===== src/rtl/cmd_pkg.sv =====
// cmd_pkg: command byte constants, RX FSM state enum and command recognizer; CMD_PARITY_EN adds the PARITY state
package cmd_pkg;
  localparam logic [7:0] CMD_FWD       = 8'h46;
  localparam logic [7:0] CMD_BWD       = 8'h42;
  localparam logic [7:0] CMD_LEFT      = 8'h4C;
  localparam logic [7:0] CMD_RIGHT     = 8'h52;
  localparam logic [7:0] CMD_STOP      = 8'h53;
  localparam logic [7:0] CMD_LIGHT_ON  = 8'h54;
  localparam logic [7:0] CMD_LIGHT_OFF = 8'h74;
  localparam logic [7:0] CMD_SIGN_ON   = 8'h4E;
  localparam logic [7:0] CMD_SIGN_OFF  = 8'h6E;
  localparam logic [7:0] CMD_BUZZ_ON   = 8'h48;
  localparam logic [7:0] CMD_BUZZ_OFF  = 8'h68;
`ifdef CMD_PARITY_EN
  typedef enum logic [2:0] {RX_IDLE, RX_START, RX_DATA, RX_PARITY, RX_STOP} rx_state_t;
`else
  typedef enum logic [1:0] {RX_IDLE, RX_START, RX_DATA, RX_STOP} rx_state_t;
`endif
  function automatic logic is_cmd(input logic [7:0] b);
    return b inside {CMD_FWD, CMD_BWD, CMD_LEFT, CMD_RIGHT, CMD_STOP, CMD_LIGHT_ON,
                     CMD_LIGHT_OFF, CMD_SIGN_ON, CMD_SIGN_OFF, CMD_BUZZ_ON, CMD_BUZZ_OFF};
  endfunction
endpackage


===== src/rtl/uart_rx.sv =====
// uart_rx: 8N1 UART deframer with 2-flop synchronizer; CMD_PARITY_EN adds an even-parity bit before the stop bit
module uart_rx
  import cmd_pkg::*;
#(
  parameter int CLKS_PER_BIT = 5208
) (
  input  logic       clk,
  input  logic       rst_n,
  input  logic       rx,
  output logic [7:0] data,
  output logic       valid,
  output logic       frame_err
);
  localparam int CW = $clog2(CLKS_PER_BIT + 1);
  localparam logic [CW-1:0] FULL = CW'(CLKS_PER_BIT - 1);
  localparam logic [CW-1:0] HALF = CW'(CLKS_PER_BIT / 2 - 1);
  rx_state_t r_state, w_state_nxt;
  logic [1:0] r_sync;
  logic r_prev;
  logic [CW-1:0] r_cnt, w_cnt_nxt;
  logic [2:0] r_bit, w_bit_nxt;
  logic [7:0] r_shift, w_shift_nxt;
  logic r_valid, w_valid_nxt, r_ferr, w_ferr_nxt;
  logic w_rx, w_fall, w_tick, w_ok;
  assign w_rx   = r_sync[1];
  assign w_fall = r_prev & ~w_rx;
  assign w_tick = r_cnt == FULL;
`ifdef CMD_PARITY_EN
  logic r_perr, w_perr_nxt;
  assign w_ok = w_rx & ~r_perr;
  // latch the even-parity verdict so the stop-bit decision can use it
  always_ff @(posedge clk) begin
    if (!rst_n) r_perr <= 1'b0;
    else r_perr <= w_perr_nxt;
  end
`else
  assign w_ok = w_rx;
`endif
  assign data      = r_shift;
  assign valid     = r_valid;
  assign frame_err = r_ferr;
  // resynchronize the line (idle high) and keep the previous level for edge detection
  always_ff @(posedge clk) begin
    if (!rst_n) begin
      r_sync <= 2'b11;
      r_prev <= 1'b1;
    end else begin
      r_sync <= {r_sync[0], rx};
      r_prev <= w_rx;
    end
  end
  // FSM state, bit timing counters, shift register and result strobes
  always_ff @(posedge clk) begin
    if (!rst_n) begin
      r_state <= RX_IDLE;
      r_cnt   <= '0;
      r_bit   <= '0;
      r_shift <= '0;
      r_valid <= 1'b0;
      r_ferr  <= 1'b0;
    end else begin
      r_state <= w_state_nxt;
      r_cnt   <= w_cnt_nxt;
      r_bit   <= w_bit_nxt;
      r_shift <= w_shift_nxt;
      r_valid <= w_valid_nxt;
      r_ferr  <= w_ferr_nxt;
    end
  end
  // next-state: the start bit is sampled at its middle, every later bit one bit period after that
  always_comb begin
    w_state_nxt = r_state;
    w_cnt_nxt   = r_cnt + 1'b1;
    w_bit_nxt   = r_bit;
    w_shift_nxt = r_shift;
    w_valid_nxt = 1'b0;
    w_ferr_nxt  = 1'b0;
`ifdef CMD_PARITY_EN
    w_perr_nxt  = r_perr;
`endif
    case (r_state)
      RX_IDLE: begin
        w_cnt_nxt   = '0;
        w_state_nxt = w_fall ? RX_START : RX_IDLE;
      end
      RX_START: if (r_cnt == HALF) begin
        w_cnt_nxt   = '0;
        w_bit_nxt   = '0;
        w_state_nxt = w_rx ? RX_IDLE : RX_DATA;
      end
      RX_DATA: if (w_tick) begin
        w_cnt_nxt   = '0;
        w_shift_nxt = {w_rx, r_shift[7:1]};
        w_bit_nxt   = r_bit + 1'b1;
`ifdef CMD_PARITY_EN
        w_state_nxt = r_bit == 3'd7 ? RX_PARITY : RX_DATA;
`else
        w_state_nxt = r_bit == 3'd7 ? RX_STOP : RX_DATA;
`endif
      end
`ifdef CMD_PARITY_EN
      RX_PARITY: if (w_tick) begin
        w_cnt_nxt   = '0;
        w_perr_nxt  = w_rx != ^r_shift;
        w_state_nxt = RX_STOP;
      end
`endif
      RX_STOP: if (w_tick) begin
        w_cnt_nxt   = '0;
        w_valid_nxt = w_ok;
        w_ferr_nxt  = ~w_ok;
        w_state_nxt = RX_IDLE;
      end
      default: w_state_nxt = RX_IDLE;
    endcase
  end
endmodule


===== src/rtl/cmd_receiver.sv =====
// cmd_receiver: UART command decoder with watchdog failsafe; CMD_PARITY_EN enables even-parity frames
module cmd_receiver
  import cmd_pkg::*;
#(
  parameter int CLK_HZ     = 50_000_000,
  parameter int BAUD       = 9600,
  parameter int TIMEOUT_MS = 500
) (
  input  logic       clk,
  input  logic       rst_n,
  input  logic       rx,
  output logic       fwd_in,
  output logic       bwd_in,
  output logic       left_in,
  output logic       right_in,
  output logic       stoplight_in,
  output logic       stopsign_in,
  output logic       failsafe_in,
  output logic       buzzer_in,
  output logic [7:0] last_cmd,
  output logic       frame_err
);
  localparam int CLKS_PER_BIT   = CLK_HZ / BAUD;
  localparam int TIMEOUT_CYCLES = (CLK_HZ / 1000) * TIMEOUT_MS;
  localparam int WW = TIMEOUT_CYCLES > 1 ? $clog2(TIMEOUT_CYCLES) : 1;
  localparam logic [WW-1:0] WD_MAX = WW'(TIMEOUT_CYCLES - 1);
  logic [7:0] w_data;
  logic w_valid, w_hit, w_to;
  logic w_fwd, w_bwd, w_left, w_right, w_light, w_sign, w_buzz;
  logic [WW-1:0] r_wd;
  uart_rx #(.CLKS_PER_BIT(CLKS_PER_BIT)) u_rx (
    .clk       (clk),
    .rst_n     (rst_n),
    .rx        (rx),
    .data      (w_data),
    .valid     (w_valid),
    .frame_err (frame_err)
  );
  assign w_hit = w_valid & is_cmd(w_data);
  assign w_to  = r_wd == WD_MAX;
  // decode: each command sets its own output and clears the opposing one, others hold
  always_comb begin
    w_fwd   = w_data == CMD_FWD ? 1'b1 : (w_data == CMD_BWD || w_data == CMD_STOP) ? 1'b0 : fwd_in;
    w_bwd   = w_data == CMD_BWD ? 1'b1 : (w_data == CMD_FWD || w_data == CMD_STOP) ? 1'b0 : bwd_in;
    w_left  = w_data == CMD_LEFT ? 1'b1 : (w_data == CMD_RIGHT || w_data == CMD_STOP) ? 1'b0 : left_in;
    w_right = w_data == CMD_RIGHT ? 1'b1 : (w_data == CMD_LEFT || w_data == CMD_STOP) ? 1'b0 : right_in;
    w_light = w_data == CMD_LIGHT_ON ? 1'b1 : w_data == CMD_LIGHT_OFF ? 1'b0 : stoplight_in;
    w_sign  = w_data == CMD_SIGN_ON ? 1'b1 : w_data == CMD_SIGN_OFF ? 1'b0 : stopsign_in;
    w_buzz  = w_data == CMD_BUZZ_ON ? 1'b1 : w_data == CMD_BUZZ_OFF ? 1'b0 : buzzer_in;
  end
  // apply recognized commands (they beat a simultaneous timeout); otherwise run the watchdog
  always_ff @(posedge clk) begin
    if (!rst_n) begin
      {fwd_in, bwd_in, left_in, right_in, stoplight_in, stopsign_in, buzzer_in} <= '0;
      failsafe_in <= 1'b1;
      last_cmd    <= 8'h00;
      r_wd        <= '0;
    end else if (w_hit) begin
      {fwd_in, bwd_in, left_in, right_in} <= {w_fwd, w_bwd, w_left, w_right};
      {stoplight_in, stopsign_in, buzzer_in} <= {w_light, w_sign, w_buzz};
      failsafe_in <= 1'b0;
      last_cmd    <= w_data;
      r_wd        <= '0;
    end else begin
      r_wd <= w_to ? r_wd : r_wd + 1'b1;
      if (w_to) begin
        {fwd_in, bwd_in, left_in, right_in, buzzer_in} <= '0;
        failsafe_in <= 1'b1;
      end
    end
  end
endmodule

===== config.mk =====
export PLATFORM = sky130hd
export DESIGN_NAME = cmd_receiver
export DESIGN_NICKNAME = d
export VERILOG_FILES = /design/src/rtl/cmd_pkg.sv /design/src/rtl/uart_rx.sv /design/src/rtl/cmd_receiver.sv
export SDC_FILE = /design/constraint.sdc
export NUM_CORES = 1
export LEC_CHECK = 0
export BUFFER_PORTS_ARGS = -buffer_cell sky130_fd_sc_hd__buf_2
export CORE_ASPECT_RATIO = 0.6
export CORE_MARGIN = 3
export CORE_UTILIZATION = 60
export CTS_BUF_LIST = sky130_fd_sc_hd__clkbuf_4 sky130_fd_sc_hd__clkbuf_8
export CTS_CLUSTER_SIZE = 8
export DETAILED_ROUTE_END_ITERATION = 8
export HOLD_SLACK_MARGIN = 0.12
export PLACE_DENSITY = 0.89
export SYNTH_ARGS = -nofsm -noshare
export SYNTH_HDL_FRONTEND = slang
export SYNTH_SLANG_ARGS = --single-unit

===== constraint.sdc =====
create_clock -name clk -period 3.96 [get_ports clk]
set_input_delay 0.792 -clock clk [delete_from_list [all_inputs] [get_ports clk]]
set_output_delay 0.792 -clock clk [all_outputs]
set_load 0.02 [all_outputs]

* Word-level counts from Yosys, hierarchy flattened
Cells that the tools add are included.
Storage, ports and cells: register bits after elaboration 72, input port bits 3, output and inout port bits 17, word-level logic and storage cells 109
Cells by class: add/sub/neg operators 3, equality and inequality tests 26, multiplexer cells 35, bitwise gates (word level) 4, reduce and logical (&&, ||, !) cells 23
Operator list (count):
- $eq A8 B7 Y1 const B | 11
- $pmux W13 S3 | 1
- $mux W13 | 2
- $add A25 B1 Y25 const B | 1
- $eq A25 B25 Y1 const B | 1
- $mux W1 | 24
- $reduce_and A2 Y1 | 8
- $ne A3 B1 Y1 const B | 5
- $add A13 B1 Y13 const B | 1
- $eq A13 B12 Y1 const B | 1
- $eq A13 B13 Y1 const B | 1
- $reduce_bool A11 Y1 | 1
- $reduce_and A3 Y1 | 3
- $mux W2 | 4
- $pmux W2 S4 | 1
- $reduce_bool A2 Y1 | 4
- $mux W3 | 2
- $ne A2 B1 Y1 const B | 3
- $pmux W3 S2 | 1
- $eq A2 B2 Y1 const B | 2
- $logic_or A1 B1 Y1 | 4
- $reduce_or A2 Y1 | 2
- $add A3 B1 Y3 const B | 1
- $eq A3 B3 Y1 const B | 1
- other kinds (4) | 6

* Longest topological paths before layout
Gate-level depths: netlist of the first run.
depth in word-level cells 5, depth in mapped cells 8, mapped depth without buffers 7

* Modules after synthesis
Synthesis of the first run repeated with hierarchy kept, for this count alone.
Unflattened totals: cells, all modules 366, area, all modules 3432.0 um^2
By module, submodules not included:
- cmd_receiver | instances 1, cells each 224, area each 2049.5 um^2, sequential area each 820.8 um^2
- uart_rx | instances 1, cells each 142, area each 1382.6 um^2, sequential area each 620.6 um^2

* Worst setup path after synthesis of the first run
Ideal clock, no wire load.
path kind register -> register, from reg u_rx.r_cnt[0], to reg u_rx.r_cnt[10], library setup time 0.064 ns, arrival time 1.713 ns, data required time 3.896 ns, slack 2.183 ns, stages on the path, launching flop included 8, buffers on the path 1, clock period less this slack 1.777 ns, cells stage by stage dfxtp_1 > ha_1 > and3_1 > a41oi_1 > a21oi_1 > or3_4 > buf_6 > nor2_1
Between the ends: longest elaborated chain between the ends 3, elaborated cells on any way between the ends 6, those cells by class add/sub: 1; eq/ne: 2; mux: 3
Ends and longest elaborated chain:
- start: declaration | line uart_rx.sv:20 | logic [CW-1:0] r_cnt, w_cnt_nxt;
- start signal: assignment | line uart_rx.sv:63 | r_cnt <= w_cnt_nxt;
- $add A13 B1 Y13 (tied with other cells) | line uart_rx.sv:73 | w_cnt_nxt = r_cnt + 1'b1;
- $mux W13, on equally long branches | line uart_rx.sv:91, uart_rx.sv:108, uart_rx.sv:86
- $pmux W13 S3 * | line uart_rx.sv:81 | case (r_state)
Mark *: on every way between the ends. The rest lies on a longest branch, timed or not. A chain may end at the register's enable or synchronous reset.

* Worst setup path after layout of the first run
from reg u_rx.r_shift[2] (netlist: u_rx.data[2]), to reg buzzer_in
Between the ends: longest elaborated chain between the ends 5, elaborated cells on any way between the ends 18, those cells by class eq/ne: 12; mux: 2; bitwise: 1; reduce/logical: 3
Ends and longest elaborated chain:
- start: declaration | line uart_rx.sv:22 | logic [7:0] r_shift, w_shift_nxt;
- start signal: assignment | line uart_rx.sv:65 | r_shift <= w_shift_nxt;
- $eq A8 B7 Y1, on equally long branches | line cmd_pkg.sv:20, cmd_receiver.sv:49
- $reduce_bool A11 Y1 | line cmd_pkg.sv:20 | return b inside {CMD_FWD, CMD_BWD, CMD_LEFT, CMD_RIGHT, CMD_STOP, CMD_LIGHT_ON,
- $and A1 B1 Y1 | line cmd_receiver.sv:39 | assign w_hit = w_valid & is_cmd(w_data);
- $ne A3 B1 Y1 (no source line) or $reduce_bool A2 Y1 (tied branches)
- $reduce_and A2 Y1 (no source line)
- end signal: assignment | line cmd_receiver.sv:60 | {stoplight_in, stopsign_in, buzzer_in} <= {w_light, w_sign, w_buzz};
- end: declaration | line cmd_receiver.sv:19 | output logic buzzer_in,
Several ways; a longest one is shown, not always the timed one.

==> results.ini, run 1 <==
[setup_path]
cp_data_arrival_time_ns = 2.61
r2r_cells = 5
path_cells = and3b_1 > o211a_1 > nor3_2 > nand2_1 > o22ai_1
slowest_stage = nor3_2
worst-path-max-fanout = 16
critical_path_class = flip-flop to flip-flop
cp-start-kind = flip-flop
crit_path_end_kind = flip-flop
cpPeakStageDelay_ns = 0.76
worstPathRequired_ns = 4.23

[logic_synthesis]
dominantRegCellSynth = dfxtp_1
synth_nets = 379
yosysSeqAreaShare = 0.434
ys_ff_latch = 72
synth.distinct_cells = 55
syn_avg_cell_area_um2 = 9.02
synthCells = 368
synth-edff-count = 0
syn_area_mm2 = 0.00332
ys_warn_count = 0
async_flop_share = 0

[outcome]
outcome = finished, final reports clean

[sta]
fin_ws_ns = 1.63
worst_slew_pin_slew_ns = 0.944
rsz0062_at_grt = no
setup-violations-final = 0
fmaxAchievable_mhz = 428
fin_crit_sh = 0.590
fin_setup_tns_ns = 0
hold_viol_final = 0
worst_hold_slack_ns = 0.414
slew_viol_final = 0
period_needed_ns = 2.33
relSlewSlack = 0.367
final.setup_skew_ns = 0.00906

[clocking]
worstSkewPairLatency_ns = 0.35
cts-root-buf = clkbuf_8
ctsHoldBuffers = 0
post_cts_resized = 0
clk_pin_slew_ns = 0.08
cts_setup_buffers = 0
cts_max_path_buffers = 2
cts.sinks = 72
cts_made_buffers = 9
tritoncts = done
h-tree-depth = 3

[floorplanning]
start_util = 0.637
die_w_um = 102
core_mm2 = 0.00520
rows = 20
die_h_um = 63.6
ios = 20
dieArea_mm2 = 0.00649

[layout]
diodes = 0
fillerInstances = 407
seq_area_mm2 = 0.00144
drive_gt1_frac = 0.113
nets = 394
multi_input_area_mm2 = 0.00174
finalNonFillerCells = 454
syn_to_final_growth_pct = 10.2

[drt]
vias = 2648
drt_first_pass_iters = 4
viasPerCell = 5.83
wl_um = 6750
post_drt_wl_per_cell_um = 14.9
drt_iter0_drc = 177
route.detailed.drc = 0
ant_nets = 0

[place]
dp_hpwl_um = 4690
dp.cells = 438
pre_cts_ws_ns = 1.60
io_buffers = 19
gp_congestion = 0.836

[global_route]
grt_max_degree = 26
track_usage = 0.230
antenna_found_initial = 0
grt_pass1_vias = 2489
grt_remaining_overflow = 0
grt_first_pass_wirelength_um = 11800

[worst_hold_path]
hold_path_depth = 1
hold_path_class = flip-flop to flip-flop

[power]
p_leak_nw = 1.37
power.density_mw_per_mm2 = 403
ir_worst_vdd_uv = 240

[run]
cap_violations = 0

==> power breakdown <==
part | leakage, nW | switching (mW) | internal (mW)
Sequential | 0.581 | 0.00466 | 0.728
Combinational | 0.659 | 0.0194 | 0.00875
Clock | 0.127 | 0.270 | 0.443
==> registers in the layout, indices dropped and copies added, names as in the netlist, named ones only <==
signal / flops
u_rx.r_state: 1
u_rx.data: 8
left_in: 1
failsafe_in: 1
r_wd: 25
buzzer_in: 1
u_rx.r_sync: 2
u_rx.valid: 1
u_rx.frame_err: 1
last_cmd: 8
stoplight_in: 1
right_in: 1
stopsign_in: 1
u_rx.r_bit: 3
fwd_in: 1
u_rx.r_cnt: 13
u_rx.r_prev: 1
bwd_in: 1
==> worst paths after layout <==
kind                                      from  slack [ns]        endpoint
worst max register to register    u_rx.data[2]        1.63       buzzer_in
worst min-delay path            u_rx.r_sync[0]        0.41  u_rx.r_sync[1]
worst max-delay path              u_rx.data[2]        1.63       buzzer_in
worst min register to register  u_rx.r_sync[0]        0.41  u_rx.r_sync[1]
==> through the flow <==
stage,utilization,power (mW),cell area [um^2]
after global routing,0.702,1.52,3660
after CTS,0.702,1.49,3660
after global placement,0.655,0.776,3410
after detailed placement,0.655,0.777,3410
final,0.702,1.47,3660
after floorplan,-,0.771,3320
==> cells in the mapped netlist (all sizes together), types with 3 or more instances <==
library cell / number / area, um^2
a21oi: 11 / 55.1
and2: 4 / 25.0
and3: 4 / 25.0
and4: 6 / 52.6
buf: 10 / 70.1
clkbuf: 5 / 18.8
dfxtp: 72 / 1440
ha: 8 / 100
inv: 12 / 45.0
mux2i: 15 / 150
nand2: 22 / 85.1
nand2b: 6 / 37.5
nand3: 11 / 55.1
nand3b: 5 / 37.5
nand4: 12 / 81.3
nand4b: 3 / 26.3
nor2: 68 / 255
nor3: 14 / 75.1
nor4b: 4 / 35.0
o21ai: 3 / 15.0
o31ai: 3 / 22.5
or4bb: 3 / 33.8
xnor2: 18 / 158
xor2: 16 / 140
==> layout by cell type, fill, tap and decap left out, types with 4 or more instances in the layout <==
master    netlist  routed
a21oi_1        11      11
and3_1          4       4
nand3b_1        5       5
nor3_1         13      13
xnor2_1        18      18
xor2_1         16      16
inv_1          12      12
dfxtp_1        72      72
ha_1            8       8
nand2b_1        6       6
buf_2           5      19
and4_1          6       6
clkbuf_8        0      10
mux2i_1        15      15
nand4_1        11      11
nand3_1        11      11
nand2_1        21      21
nor4b_1         4       4
and2_1          4       4
nor2_1         68      68
==> cell families after synthesis <==
kind of cell	after synthesis	synth area share
xor gates and xnor gates	34	0.0897
adders and majority gates	8	0.0302
muxes	15	0.0452
and+or+nand+nor	177	0.287
buffers and inverters	27	0.0403
AOI/OAI and AO/OA	35	0.0732
DFF	72	0.434
==> critical path: cells and delay by family (launching register included) <==
kind             cells  cell delay [ns]
AND/OR/NAND/NOR      3             1.17
AO/OA/AOI/OAI        2             0.45
flip-flops           1             0.63
==> metal layers <==
metal / share of wire / routed length [um] / GRT usage
met1: 0.50 / 3340 / 0.334
met2: 0.42 / 2860 / 0.318
met3: 0.064 / 433 / 0.0631
met4: 0.017 / 115 / 0.0933
met5: 0 / 0 / 0
==> final cells by class <==
| cell class | instances | area share |
|---|---|---|
| multi-input cells | 269 | 0.477 |
| flip-flops and latches | 72 | 0.394 |
| clock buffers | 11 | 0.0397 |
| clock inverters | 5 | 0.0284 |
| repair buffers | 19 | 0.0260 |
| well taps | 66 | 0.0226 |
| inverters | 12 | 0.0123 |
Note: power is estimated with default switching activity, not from simulation.
==> run 2, diff against run 1 <==
clock period = 2.3 ns   (was 3.96 ns; I/O delays follow)
==> run 2 against run 1 <==
Against the previous run: setup slack got worse by 1.5 ns; global-route usage rose by 2.5 points; final area rose by 2.3%; wire length rose by 11%; clock skew fell by 0.0020 ns; cell count rose by 2.0%; fmax rose by 8.3%; combinational power rose by 100%; largest cell class unchanged; largest power group unchanged.
==> results.ini, run 2 (synthesized netlist as in run 1, its figures left out) <==
[sta]
hold_viol_final = 0  ; unchanged
rsz0062_at_grt = no
period_needed_ns = 2.16  ; -0.178 ns
fin_setup_tns_ns = 0  ; unchanged
relSlewSlack = 0.556  ; +0.189
fmaxAchievable_mhz = 464  ; +8.3%
final.setup_skew_ns = 0.00707  ; -0.00199 ns
worst_slew_pin_slew_ns = 0.664  ; -0.280 ns
setup-violations-final = 0  ; unchanged
fin_ws_ns = 0.144  ; -1.48 ns
slew_viol_final = 0  ; unchanged
fin_crit_sh = 0.937  ; +0.348

[place]
gp_congestion = 0.855  ; +2.3%
pre_cts_ws_ns = 0.128  ; -1.47 ns
dp_hpwl_um = 5280  ; +13%
dp.cells = 447  ; +2.1%
placed_area_mm2 = 0.00349  ; +2.4%
io_buffers = 19  ; unchanged

[clocking]
ctsHoldBuffers = 0  ; unchanged
cts.sinks = 72  ; unchanged
clk_pin_slew_ns = 0.08  ; about the same
cts-root-buf = clkbuf_8
cts_made_buffers = 9  ; unchanged
h-tree-depth = 3  ; unchanged
worstSkewPairLatency_ns = 0.35  ; about the same
cts_max_path_buffers = 2  ; unchanged
tritoncts = done

[global_route]
grt_first_pass_wirelength_um = 13000  ; +10%
antenna_found_initial = 0  ; unchanged
grt_remaining_overflow = 0  ; unchanged
grt_pass1_vias = 2638  ; +6.0%
grt_max_degree = 26  ; unchanged
track_usage = 0.255  ; +0.0245

[layout]
syn_to_final_growth_pct = 12.7
nets = 403  ; +2.3%
drive_gt1_frac = 0.136  ; +0.0226
diodes = 0  ; unchanged
reg_top3 = r_wd x25, u_rx.r_cnt x13
final_area_mm2 = 0.00374  ; +2.3%
mostFrequentLayoutCells = dfxtp_1, nor2_1, nand2_1
largest_register = r_wd
largest_reg_flops = 25  ; unchanged
finalNonFillerCells = 463  ; +2.0%
final_common_cell = dfxtp_1

[floorplanning]
dieArea_mm2 = 0.00649  ; unchanged
ios = 20  ; unchanged
die_h_um = 63.6  ; unchanged
core_mm2 = 0.00520  ; unchanged
die_w_um = 102  ; unchanged
rows = 20  ; unchanged
start_util = 0.637  ; unchanged

[setup_path]
cp_data_arrival_time_ns = 2.45  ; -0.16 ns
slowest_stage = dfxtp_1
worstReg2RegStart = u_rx.data[3]
worstPathRequired_ns = 2.60  ; -1.63 ns
cp-start-kind = flip-flop
r2r_cells = 5  ; unchanged
cp-endpoint = fwd_in
worst-path-max-fanout = 16  ; unchanged
critical_path_class = flip-flop to flip-flop
path_cells = or4b_1 > a31oi_1 > nor2_1 > a21boi_1 > a22o_1
crit_start = u_rx.data[3]
r2r_slack_ns = 0.14  ; -1.48 ns
worstReg2RegEnd = fwd_in
cpPeakStageDelay_ns = 0.63  ; -0.13 ns
crit_path_end_kind = flip-flop

[worst_hold_path]
hold_path_class = primary input to flip-flop

[outcome]
outcome = finished, final reports clean

[drt]
drt_first_pass_iters = 5  ; +1
route.detailed.drc = 0  ; unchanged
post_drt_wl_per_cell_um = 16.2  ; +9.3%
viasPerCell = 5.94  ; +1.9%
drt_iter0_drc = 369  ; +110%
wl_um = 7520  ; +11%
vias = 2751  ; +3.9%
ant_nets = 0  ; unchanged

[power]
ir_worst_vdd_uv = 484  ; +100%
power.density_mw_per_mm2 = 675  ; +68%
p_leak_nw = 1.41  ; +3.3%
p_total_mw = 2.53  ; +71%

[run]
cap_violations = 0  ; unchanged

[run 2: changes by cell type in the layout (fill, tap and decap cells not counted), sizes merged]
cell,before,now
buf,19,28
clkbuf,11,9
clkinvlp,0,2
clkinv,2,1
inv,12,13
[run 2: critical path, delay by kind of cell (launching register included)]
family	cells	cell delay, ns
flops	1	0.63
compound gates	3	0.79
simple gates	2	0.67
[run 2: metal layers]
layer,vias up,share of wire,wire [um],global-route usage
met5,-,0,0,0
met4,0,0.011,80,0.0638
met3,12,0.075,566,0.0863
met2,108,0.40,3030,0.345
met1,1304,0.51,3840,0.382
li1,1327,-,-,-
[run 2: worst min-delay path by stage]
stage,from,depth (start not counted),end
detailed placement,u_rx.r_sync[0],1,u_rx.r_sync[1]
CTS,rx,2,u_rx.r_sync[0]
floorplan,u_rx.r_sync[0],1,u_rx.r_sync[1]
finish,rx,2,u_rx.r_sync[0]
global placement,u_rx.r_sync[0],1,u_rx.r_sync[1]
global route,rx,2,u_rx.r_sync[0]
[run 2: stage by stage]
step	hold WS (ns)	util
2_1_floorplan	0.386	-
3_3_place_gp	0.400	0.670
3_5_place_dp	0.403	0.670
4_1_cts	0.281	0.717
5_1_grt	0.280	0.719
6_report	0.289	0.719
[run 2: cell type report]
cell class,instances,area (um^2)
clock buffer,9,124
timing repair buffer,28,175
multi-input combinational,269,1750
sequential,72,1440
inverter,12,45.0
fill,386,1470
clock inverter,7,119
tap,66,82.6
[run 2: repair_timing]
action	in CTS	in global routing
gates resized for setup	0	2
setup endpoints to repair	0	25
hold endpoints to repair	0	0
setup buffers	0	0
[run 2: power by group]
group	internal [mW]	switching, mW	leakage (nW)
combinational	0.0200	0.0369	0.715
clock	0.721	0.486	0.116
sequential	1.25	0.00833	0.581
==> run 3, diff against run 2 <==
CTS_BUF_LIST = sky130_fd_sc_hd__clkbuf_4 sky130_fd_sc_hd__clkbuf_8 sky130_fd_sc_hd__clkbuf_16   (was sky130_fd_sc_hd__clkbuf_4 sky130_fd_sc_hd__clkbuf_8)
clock period = 2.6 ns   (was 2.3 ns; I/O delays follow)
==> run 3 against run 2 <==
Against the previous run: first-iteration DRC count is 46% lower; wire length is 4.9% lower; core utilization is 3.1 points lower; final area is 4.3% lower; setup slack better by 0.16 ns; combinational power is 22% lower; global-route usage is 1.1 points lower; clock-buffer cell count is 1 higher; critical path type unchanged; largest cell class unchanged.
==> results.ini, run 3 (synthesized netlist as in run 1, its figures left out) <==
[drt]
drt_iter0_drc = 199  ; -46%
post_drt_wl_per_cell_um = 15.8  ; -2.8%
ant_nets = 0  ; unchanged
vias = 2669  ; -3.0%
wl_met3_um = 480  ; -15%
wl_met1_um = 3570  ; -7.1%
route.detailed.drc = 0  ; unchanged
top_layer = met4
wl_um = 7150  ; -4.9%
drt_first_pass_iters = 5  ; unchanged
dr_wl_met2_um = 3010  ; -0.82%
viasPerCell = 5.89  ; -0.84%

[layout]
final_util = 0.687  ; -0.0313
largest_register = r_wd
final_common_cell = dfxtp_1
largest_reg_flops = 25  ; unchanged
nets = 397  ; -1.5%
finalNonFillerCells = 453  ; -2.2%
reg_top3 = r_wd x25, u_rx.r_cnt x13
fillerInstances = 393  ; +1.8%
mostFrequentLayoutCells = dfxtp_1, nor2_1, nand2_1
diodes = 0  ; unchanged
final_area_mm2 = 0.00358  ; -4.3%
drive_gt1_frac = 0.111  ; -0.0249
syn_to_final_growth_pct = 7.81

[clocking]
post_cts_resized = 0  ; unchanged
worstSkewPairLatency_ns = 0.34  ; about the same
clk_pin_slew_ns = 0.06  ; -0.02 ns
h-tree-depth = 3  ; unchanged
ctsHoldBuffers = 0  ; unchanged
cts_setup_buffers = 0  ; unchanged
cts_max_path_buffers = 2  ; unchanged
cts-root-buf = clkbuf_8
cts.sinks = 72  ; unchanged
tritoncts = done
cts_made_buffers = 9  ; unchanged

[sta]
worst_hold_slack_ns = 0.357  ; +0.0683 ns
worst_slew_pin_slew_ns = 0.589  ; -0.0759 ns
fin_crit_sh = 0.883  ; -0.0549
relSlewSlack = 0.608  ; +0.0520
final.setup_skew_ns = 0.00584  ; -0.00122 ns
setup-violations-final = 0  ; unchanged
hold_viol_final = 0  ; unchanged
fin_ws_ns = 0.305  ; +0.161 ns
fin_setup_tns_ns = 0  ; unchanged
fmaxAchievable_mhz = 436  ; -6.0%
slew_viol_final = 0  ; unchanged
rsz0062_at_grt = no
period_needed_ns = 2.29  ; +0.139 ns

[place]
placed_area_mm2 = 0.00343  ; -1.7%
dp_hpwl_um = 4990  ; -5.6%
dp.cells = 441  ; -1.3%
gp_congestion = 0.907  ; +6.1%
pre_cts_ws_ns = 0.434  ; +0.305 ns
io_buffers = 19  ; unchanged

[floorplanning]
start_util = 0.637  ; unchanged
die_w_um = 102  ; unchanged
core_mm2 = 0.00520  ; unchanged
ios = 20  ; unchanged
die_h_um = 63.6  ; unchanged
dieArea_mm2 = 0.00649  ; unchanged
rows = 20  ; unchanged

[global_route]
grt_first_pass_wirelength_um = 12600  ; -3.1%
grt_max_degree = 26  ; unchanged
grt_remaining_overflow = 0  ; unchanged
grt_pass1_vias = 2590  ; -1.8%
track_usage = 0.244  ; -0.0109
antenna_found_initial = 0  ; unchanged

[setup_path]
worstReg2RegStart = u_rx.data[4]
worstPathRequired_ns = 2.81  ; +0.21 ns
crit_path_end_kind = flip-flop
cp-start-kind = flip-flop
critical_path_class = flip-flop to flip-flop
slowest_stage = dfxtp_1
cpPeakStageDelay_ns = 0.64  ; about the same
cp-endpoint = r_wd[4]
worst-path-max-fanout = 25  ; +9
path_cells = or4bb_1 > a31oi_1 > nor2_1 > nand2_2 > nor2_1
cp_data_arrival_time_ns = 2.50  ; +0.05 ns
worstReg2RegEnd = r_wd[4]
r2r_cells = 5  ; unchanged
cp_common_cell = nor2_1
crit_start = u_rx.data[4]
r2r_slack_ns = 0.31  ; +0.16 ns

[outcome]
outcome = finished, final reports clean

[worst_hold_path]
hold_path_class = primary input to flip-flop

[power]
power.density_mw_per_mm2 = 524  ; -22%
p_leak_nw = 1.33  ; -5.5%
p_total_mw = 1.87  ; -26%
ir_worst_vdd_uv = 343  ; -29%

[run]
cap_violations = 0  ; unchanged

run 3: critical path: cells and delay by family (launching register included):
kind / cells / cell delay, ns
compound gates: 1 / 0.31
flops: 1 / 0.64
simple gates: 4 / 1.21
run 3: metal layers:
layer,vias to the layer above,global-route usage
li1,1319,-
met1,1248,0.354
met2,87,0.344
met3,15,0.0697
met4,0,0.0802
met5,-,0
run 3: worst min-delay path by stage:
stage / start / to / slack (ns) / cells past startpoint
2_1_floorplan: u_rx.r_sync[0] / u_rx.r_sync[1] / 0.39 / 1
3_3_place_gp: u_rx.r_sync[0] / u_rx.r_sync[1] / 0.39 / 1
3_5_place_dp: u_rx.r_sync[0] / u_rx.r_sync[1] / 0.41 / 1
4_1_cts: rx / u_rx.r_sync[0] / 0.35 / 2
5_1_grt: rx / u_rx.r_sync[0] / 0.38 / 2
6_report: rx / u_rx.r_sync[0] / 0.36 / 2
run 3: final cells by class:
class                   instances  area (um^2)  share of cell area
clock buffers                  10          138              0.0385
flip-flops and latches         72         1440               0.403
clock inverters                 2         10.0             0.00280
well taps                      66         82.6              0.0231
repair buffers                 22          118              0.0329
multi-input cells             269         1740               0.487
inverters                      12         45.0              0.0126
run 3: power by group:
part           leakage [nW]  internal, mW  switching (mW)
clock network        0.0797         0.347           0.365
logic                 0.674        0.0144          0.0302
registers             0.581          1.11         0.00753
total                  1.33          1.47           0.403
